$ cat src/rtl/des_key_schedule.sv
`default_nettype none
// ============================================================================
//  Module      : des_key_schedule
//  Description : DES round-key generator. Produces K1..K16 (or K16..K1 for
//                decrypt) one subkey per valid/ready handshake from a 64-bit
//                key via PC-1, per-round C/D rotation and PC-2.
//  Revision    : 1.0  initial release
// ============================================================================
module des_key_schedule (
    input  logic        clk,
    input  logic        rst_n,
    input  logic        start,
    input  logic [63:0] key,
    input  logic        decrypt,
    output logic [47:0] subkey,
    output logic        subkey_valid,
    input  logic        subkey_ready,
    output logic [3:0]  round,
    output logic        busy,
    output logic        done
);

    typedef enum logic [1:0] {
        ST_IDLE = 2'd0,
        ST_RUN  = 2'd1,
        ST_DONE = 2'd2
    } state_t;

    // PC-1: FIPS key bit numbers (1 = key[63]) for output bits 1..56.
    localparam logic [6:0] PC1_TAB [0:55] = '{
        7'd57, 7'd49, 7'd41, 7'd33, 7'd25, 7'd17, 7'd9,
        7'd1,  7'd58, 7'd50, 7'd42, 7'd34, 7'd26, 7'd18,
        7'd10, 7'd2,  7'd59, 7'd51, 7'd43, 7'd35, 7'd27,
        7'd19, 7'd11, 7'd3,  7'd60, 7'd52, 7'd44, 7'd36,
        7'd63, 7'd55, 7'd47, 7'd39, 7'd31, 7'd23, 7'd15,
        7'd7,  7'd62, 7'd54, 7'd46, 7'd38, 7'd30, 7'd22,
        7'd14, 7'd6,  7'd61, 7'd53, 7'd45, 7'd37, 7'd29,
        7'd21, 7'd13, 7'd5,  7'd28, 7'd20, 7'd12, 7'd4
    };

    // PC-2: {C,D} bit numbers (1 = C[27]) for subkey bits 1..48.
    localparam logic [5:0] PC2_TAB [0:47] = '{
        6'd14, 6'd17, 6'd11, 6'd24, 6'd1,  6'd5,
        6'd3,  6'd28, 6'd15, 6'd6,  6'd21, 6'd10,
        6'd23, 6'd19, 6'd12, 6'd4,  6'd26, 6'd8,
        6'd16, 6'd7,  6'd27, 6'd20, 6'd13, 6'd2,
        6'd41, 6'd52, 6'd31, 6'd37, 6'd47, 6'd55,
        6'd30, 6'd40, 6'd51, 6'd45, 6'd33, 6'd48,
        6'd44, 6'd49, 6'd39, 6'd56, 6'd34, 6'd53,
        6'd46, 6'd42, 6'd50, 6'd36, 6'd29, 6'd32
    };

    state_t      state_q, state_d;
    logic [27:0] c_q, c_d;
    logic [27:0] d_q, d_d;
    logic [3:0]  count_q, count_d;
    logic [3:0]  round_q, round_d;
    logic        mode_q, mode_d;

    logic [55:0] pc1_cd;
    logic [55:0] cd_cur;
    logic [4:0]  enc_idx;
    logic [4:0]  dec_idx;

    // Rounds 1, 2, 9 and 16 rotate by one position, all others by two.
    function automatic logic single_shift(input logic [4:0] idx);
        return (idx == 5'd1) || (idx == 5'd2) || (idx == 5'd9) || (idx == 5'd16);
    endfunction

    function automatic logic [27:0] rotl(input logic [27:0] v, input logic one);
        return one ? {v[26:0], v[27]} : {v[25:0], v[27:26]};
    endfunction

    function automatic logic [27:0] rotr(input logic [27:0] v, input logic one);
        return one ? {v[0], v[27:1]} : {v[1:0], v[27:2]};
    endfunction

    // PC-1 selection of the raw key; parity bits fall out naturally.
    always_comb begin
        pc1_cd = '0;
        for (int j = 0; j < 56; j++) begin
            pc1_cd[55 - j] = key[6'(7'd64 - PC1_TAB[j])];
        end
    end

    // PC-2 of the registered halves; subkey follows state with no extra latency.
    always_comb begin
        cd_cur = {c_q, d_q};
        subkey = '0;
        for (int j = 0; j < 48; j++) begin
            subkey[47 - j] = cd_cur[6'(6'd56 - PC2_TAB[j])];
        end
    end

    // Shift index of the round that follows (encrypt) or precedes (decrypt).
    assign enc_idx = {1'b0, round_q} + 5'd2;
    assign dec_idx = {1'b0, round_q} + 5'd1;

    // Next-state: load on start, step C/D on each accepted subkey.
    always_comb begin
        state_d = state_q;
        c_d     = c_q;
        d_d     = d_q;
        count_d = count_q;
        round_d = round_q;
        mode_d  = mode_q;
        case (state_q)
            ST_IDLE: begin
                if (start) begin
                    mode_d  = decrypt;
                    count_d = 4'd0;
                    state_d = ST_RUN;
                    if (decrypt) begin
                        // C16/D16 equal C0/D0 after the full 28-position wrap.
                        c_d     = pc1_cd[55:28];
                        d_d     = pc1_cd[27:0];
                        round_d = 4'd15;
                    end else begin
                        c_d     = rotl(pc1_cd[55:28], 1'b1);
                        d_d     = rotl(pc1_cd[27:0], 1'b1);
                        round_d = 4'd0;
                    end
                end
            end
            ST_RUN: begin
                if (subkey_ready) begin
                    if (count_q == 4'd15) begin
                        state_d = ST_DONE;
                    end else begin
                        count_d = count_q + 4'd1;
                        if (mode_q) begin
                            c_d     = rotr(c_q, single_shift(dec_idx));
                            d_d     = rotr(d_q, single_shift(dec_idx));
                            round_d = round_q - 4'd1;
                        end else begin
                            c_d     = rotl(c_q, single_shift(enc_idx));
                            d_d     = rotl(d_q, single_shift(enc_idx));
                            round_d = round_q + 4'd1;
                        end
                    end
                end
            end
            ST_DONE: begin
                state_d = ST_IDLE;
            end
            default: begin
                state_d = ST_IDLE;
            end
        endcase
    end

    // State registers with asynchronous clear.
    always_ff @(posedge clk or negedge rst_n) begin
        if (!rst_n) begin
            state_q <= ST_IDLE;
            c_q     <= '0;
            d_q     <= '0;
            count_q <= '0;
            round_q <= '0;
            mode_q  <= 1'b0;
        end else begin
            state_q <= state_d;
            c_q     <= c_d;
            d_q     <= d_d;
            count_q <= count_d;
            round_q <= round_d;
            mode_q  <= mode_d;
        end
    end

    assign subkey_valid = (state_q == ST_RUN);
    assign busy         = (state_q == ST_RUN);
    assign done         = (state_q == ST_DONE);
    assign round        = round_q;

endmodule
`default_nettype wire
$ cat config.mk
export PLATFORM = sky130hd
export DESIGN_NAME = des_key_schedule
export DESIGN_NICKNAME = d
export VERILOG_FILES = /design/src/rtl/des_key_schedule.sv
export SDC_FILE = /design/constraint.sdc
export NUM_CORES = 1
export LEC_CHECK = 0
export BUFFER_PORTS_ARGS = -buffer_cell sky130_fd_sc_hd__buf_2
export CORE_ASPECT_RATIO = 0.5
export CORE_MARGIN = 2
export CORE_UTILIZATION = 40
export DETAILED_ROUTE_END_ITERATION = 7
export HOLD_SLACK_MARGIN = 0.03
export PLACE_DENSITY = 0.61
export RECOVER_POWER = 50
export SLEW_MARGIN = 20
export SYNTH_ARGS = -nofsm -noshare
export SYNTH_HDL_FRONTEND = slang
export SYNTH_SLANG_ARGS = --single-unit
$ cat constraint.sdc
create_clock -name clk -period 2.2 [get_ports clk]
set_input_delay 0.44 -clock clk [delete_from_list [all_inputs] [get_ports clk]]
set_output_delay 0.44 -clock clk [all_outputs]
set_load 0.02 [all_outputs]
==> impl_metrics.json <==
{
  "critical_path.startpoint_type": "register",
  "die-area_sq_um": 16400,
  "site_row_count": 31,
  "numCtsBuffers": 9,
  "synth-main-ff-cell": "dfrtp_1",
  "final_net_count": 818,
  "grt_use_met2_pct": 34.7,
  "share_comb_of_total_power_pct": 66.1,
  "power_density_nw_per_um2": 1800,
  "detailedRoute.firstIterationViolations": 576,
  "per_instance_average_area_after_synthesis_sq_um": 8.68,
  "vias": 5806,
  "drive_gt1_share_pct": 36.9,
  "period_minus_slack_ns": 2.05,
  "slew_headroom_pct": 19.9,
  "postSynthNetCount": 783,
  "status": "finished, final reports clean",
  "setup_viol": 0,
  "yosys_register_bits": 67,
  "die_y_um": 91.7,
  "groute.usage.overall_pct": 22.4,
  "gp_congestion": 0.815,
  "final-instance-count-excl-fill": 946,
  "r2r_end": "d_q[0]",
  "synthDistinctLibCells": 38,
  "finalMaxSlewViolations": 0,
  "mappedNetlistArea_sq_um": 6150,
  "power.internal_uw": 6040,
  "p_sw_share_pct": 51.4,
  "reg2reg_from": "round[1]",
  "die-width_um": 179,
  "power.leakage_uw": 0.00283,
  "gr-usage-met1_pct": 31.8,
  "totalNegativeSetupSlack_ns": 0,
  "worst_ep_arrival_time_ns": 2.28,
  "worstSkewPairLatency_ns": 0.34,
  "worst_slew_pin_slew_ns": 1.20,
  "yosysWarnings": 0,
  "clockRootBuffer": "clkbuf_16",
  "grt_antenna_before_repair": 0,
  "ys_async_rst_share_pct": 100,
  "io_pins": 124,
  "depth_of_the_most_critical_reg_to_reg_path": 7,
  "grt_remaining_overflow": 0,
  "flow.area_growth_from_synthesis_pct": 12.0,
  "ant_nets": 0,
  "placed_cells_incl_taps": 928,
  "synth_top_cell_by_area": "dfrtp_1",
  "first_global_vias": 5564,
  "netlist_top_cells_area": "dfrtp_1, a31o_1, mux2_2",
  "finalCritPeriodShare_pct": 93.2,
  "grt_setup_unrepaired": "false",
  "max_capacitance_violation_count": 0,
  "clkPwrFrac_pct": 11.2,
  "routed_wl_um": 18400,
  "post_place_instance_area_sq_um": 6610,
  "synth_seq_area_share_pct": 27.3,
  "grt-busiest-layer": "met2",
  "cts_tree": "yes",
  "largest_family_of_logic_cells_by_synthesized_area": "compound AO/OA/AOI/OAI gates",
  "yosys.area.top_type_share_pct": 27.3,
  "postLayoutCellArea_sq_um": 6890,
  "remaining_drc_errors": 0,
  "start_util_pct": 41.7,
  "gr-usage-met3_pct": 3.65,
  "syn_inst": 709,
  "timing.critical_path.fanout_max": 42,
  "max_clock_freq_mhz": 488,
  "clkSinkCount": 67,
  "synth.area.mux_share_pct": 10.4,
  "h_tree_depth": 3,
  "post_route_clock_skew_ns": 0.00778,
  "netSwitchingPower_uw": 6380,
  "synth_compound_area_share_pct": 42.7,
  "final-hold-violation-count": 0,
  "1st_pass_router_iterations": 5,
  "cp.required_ns": 2.43,
  "grt_pass1_wl_um": 29500,
  "largest_net_degree_at_the_start_of_global_routing": 59,
  "port_buffers": 115,
  "criticalPathCategory": "reg -> reg",
  "vdd_ir_drop_max_mv": 0.988,
  "clock_path_buffers": 2,
  "cts-hold-fix-buffers": 0,
  "post-dp-hpwl_um": 11600,
  "worst-r2r-setup-slack_ns": 0.15,
  "filler_cell_count": 1463,
  "synth-xor-area-share_pct": 0.427,
  "yosys.area_share.simple_pct": 5.61,
  "synthAdderAreaFrac_pct": 1.14,
  "clk_transition_reported_paths_ns": 0.06,
  "vias_per_cell": 6.14,
  "capturing_element_type_of_the_critical_path": "register",
  "min_path_type": "in -> async",
  "sequentialPowerShare_pct": 22.7,
  "antenna_cell_count": 0,
  "routed_wire_length_per_instance_um": 19.4,
  "synth-edff-count": 0,
  "core_area_sq_um": 14700
}
==> worst max path at each step <==
| stage | cells after the start | start | slack [ns] | endpoint |
|---|---|---|---|---|
| 5_1_grt | 7 | round[1] | 0.03 | d_q[0] |
| 2_1_floorplan | 8 | round[1] | 0.25 | c_q[26] |
| 4_1_cts | 7 | round[1] | 0.16 | d_q[0] |
| 3_3_place_gp | 7 | round[1] | 0.23 | c_q[18] |
| 3_5_place_dp | 7 | round[1] | 0.18 | d_q[0] |
| 6_report | 7 | round[1] | 0.15 | d_q[0] |
==> cell usage in the layout, fill, tap and decap left out, types with 16 or more instances in the layout <==
cell	instances
dfrtp_1	67
a21oi_1	119
o21ai_0	60
o31ai_1	16
a31o_2	32
o31ai_2	40
buf_4	22
clkbuf_1	28
nand2_1	61
mux2_2	57
a31o_1	79
buf_2	89
==> worst max-delay path, stage by stage, from the launching register on <==
cell and delay [ns]:
dfrtp_1 0.38, ha_1 0.28, xor2_1 0.21, o21ai_4 0.30, buf_12 0.27, a31o_2 0.18, a21oi_1 0.04, o31ai_1 0.26
==> through the flow <==
| stage | hold slack (ns) | setup slack [ns] | power (uW) | util (%) |
|---|---|---|---|---|
| global route | 0.233 | 0.0281 | 13400 | 46.7 |
| global placement | 0.394 | 0.226 | 10800 | 44.9 |
| detailed placement | 0.401 | 0.180 | 10900 | 44.9 |
| CTS | 0.0398 | 0.157 | 12400 | 46.8 |
| finish | 0.178 | 0.150 | 12400 | 46.7 |
| floorplan | 0.144 | 0.251 | 9330 | - |
==> state kept, by name, summed over array words and instances (netlist names) <==
name     cells
mode_q       1
d_q         28
round        4
state_q      2
count_q      4
c_q         28
==> cell usage after synthesis, types with 2 or more instances <==
| cell | number |
|---|---|
| a21oi_1 | 120 |
| a31o_1 | 79 |
| dfrtp_1 | 67 |
| nand2_1 | 66 |
| o21ai_0 | 60 |
| mux2_2 | 57 |
| buf_4 | 53 |
| o31ai_2 | 40 |
| buf_2 | 37 |
| a31o_2 | 32 |
| clkbuf_1 | 28 |
| o31ai_1 | 16 |
| nor2_1 | 9 |
| buf_6 | 5 |
| ha_1 | 4 |
| inv_1 | 4 |
| nand3_1 | 4 |
| nor2b_1 | 3 |
| a21o_1 | 2 |
| and3_1 | 2 |
| nand2b_1 | 2 |
| o21a_1 | 2 |
| xnor2_1 | 2 |
==> final cells by class <==
type	count	area, sq um	area share, %
sequential	67	1680	24.3
clock inverter	2	10.0	0.145
timing repair buffer	148	902	13.1
tap	198	248	3.60
multi-input combinational	513	3760	54.6
inverter	5	18.8	0.272
clock buffer	13	270	3.92
==> power by group through the flow <==
stage / logic [uW] / clock network (uW) / registers, uW
finish: 8210 / 1390 / 2820
global route: 8950 / 1490 / 2940
CTS: 8150 / 1420 / 2790
detailed placement: 8120 / 0 / 2810
global placement: 8010 / 0 / 2790
floorplan: 6770 / 0 / 2550
==> layer usage <==
layer  share of wire, %  vias to the layer above
li1                   -                     2698
met1                 47                     2868
met2                 45                      215
met3                6.6                       25
met4                1.4                        0
met5                  0                        -
==> kinds of logic after synthesis <==
family / count (synthesis)
AOI/OAI and AO/OA: 362
buffers and inverters: 129
and+or+nand+nor: 86
adders and majority gates: 5
muxes: 57
DFF: 67
xor gates and xnor gates: 3
==> what timing repair did <==
| item | in CTS | in global routing |
|---|---|---|
| resized for setup | 0 | 1 |
| setup buffers | 0 | 2 |
| setup endpoints to repair | 0 | 2 |
Power figures use the tool's default switching activity.
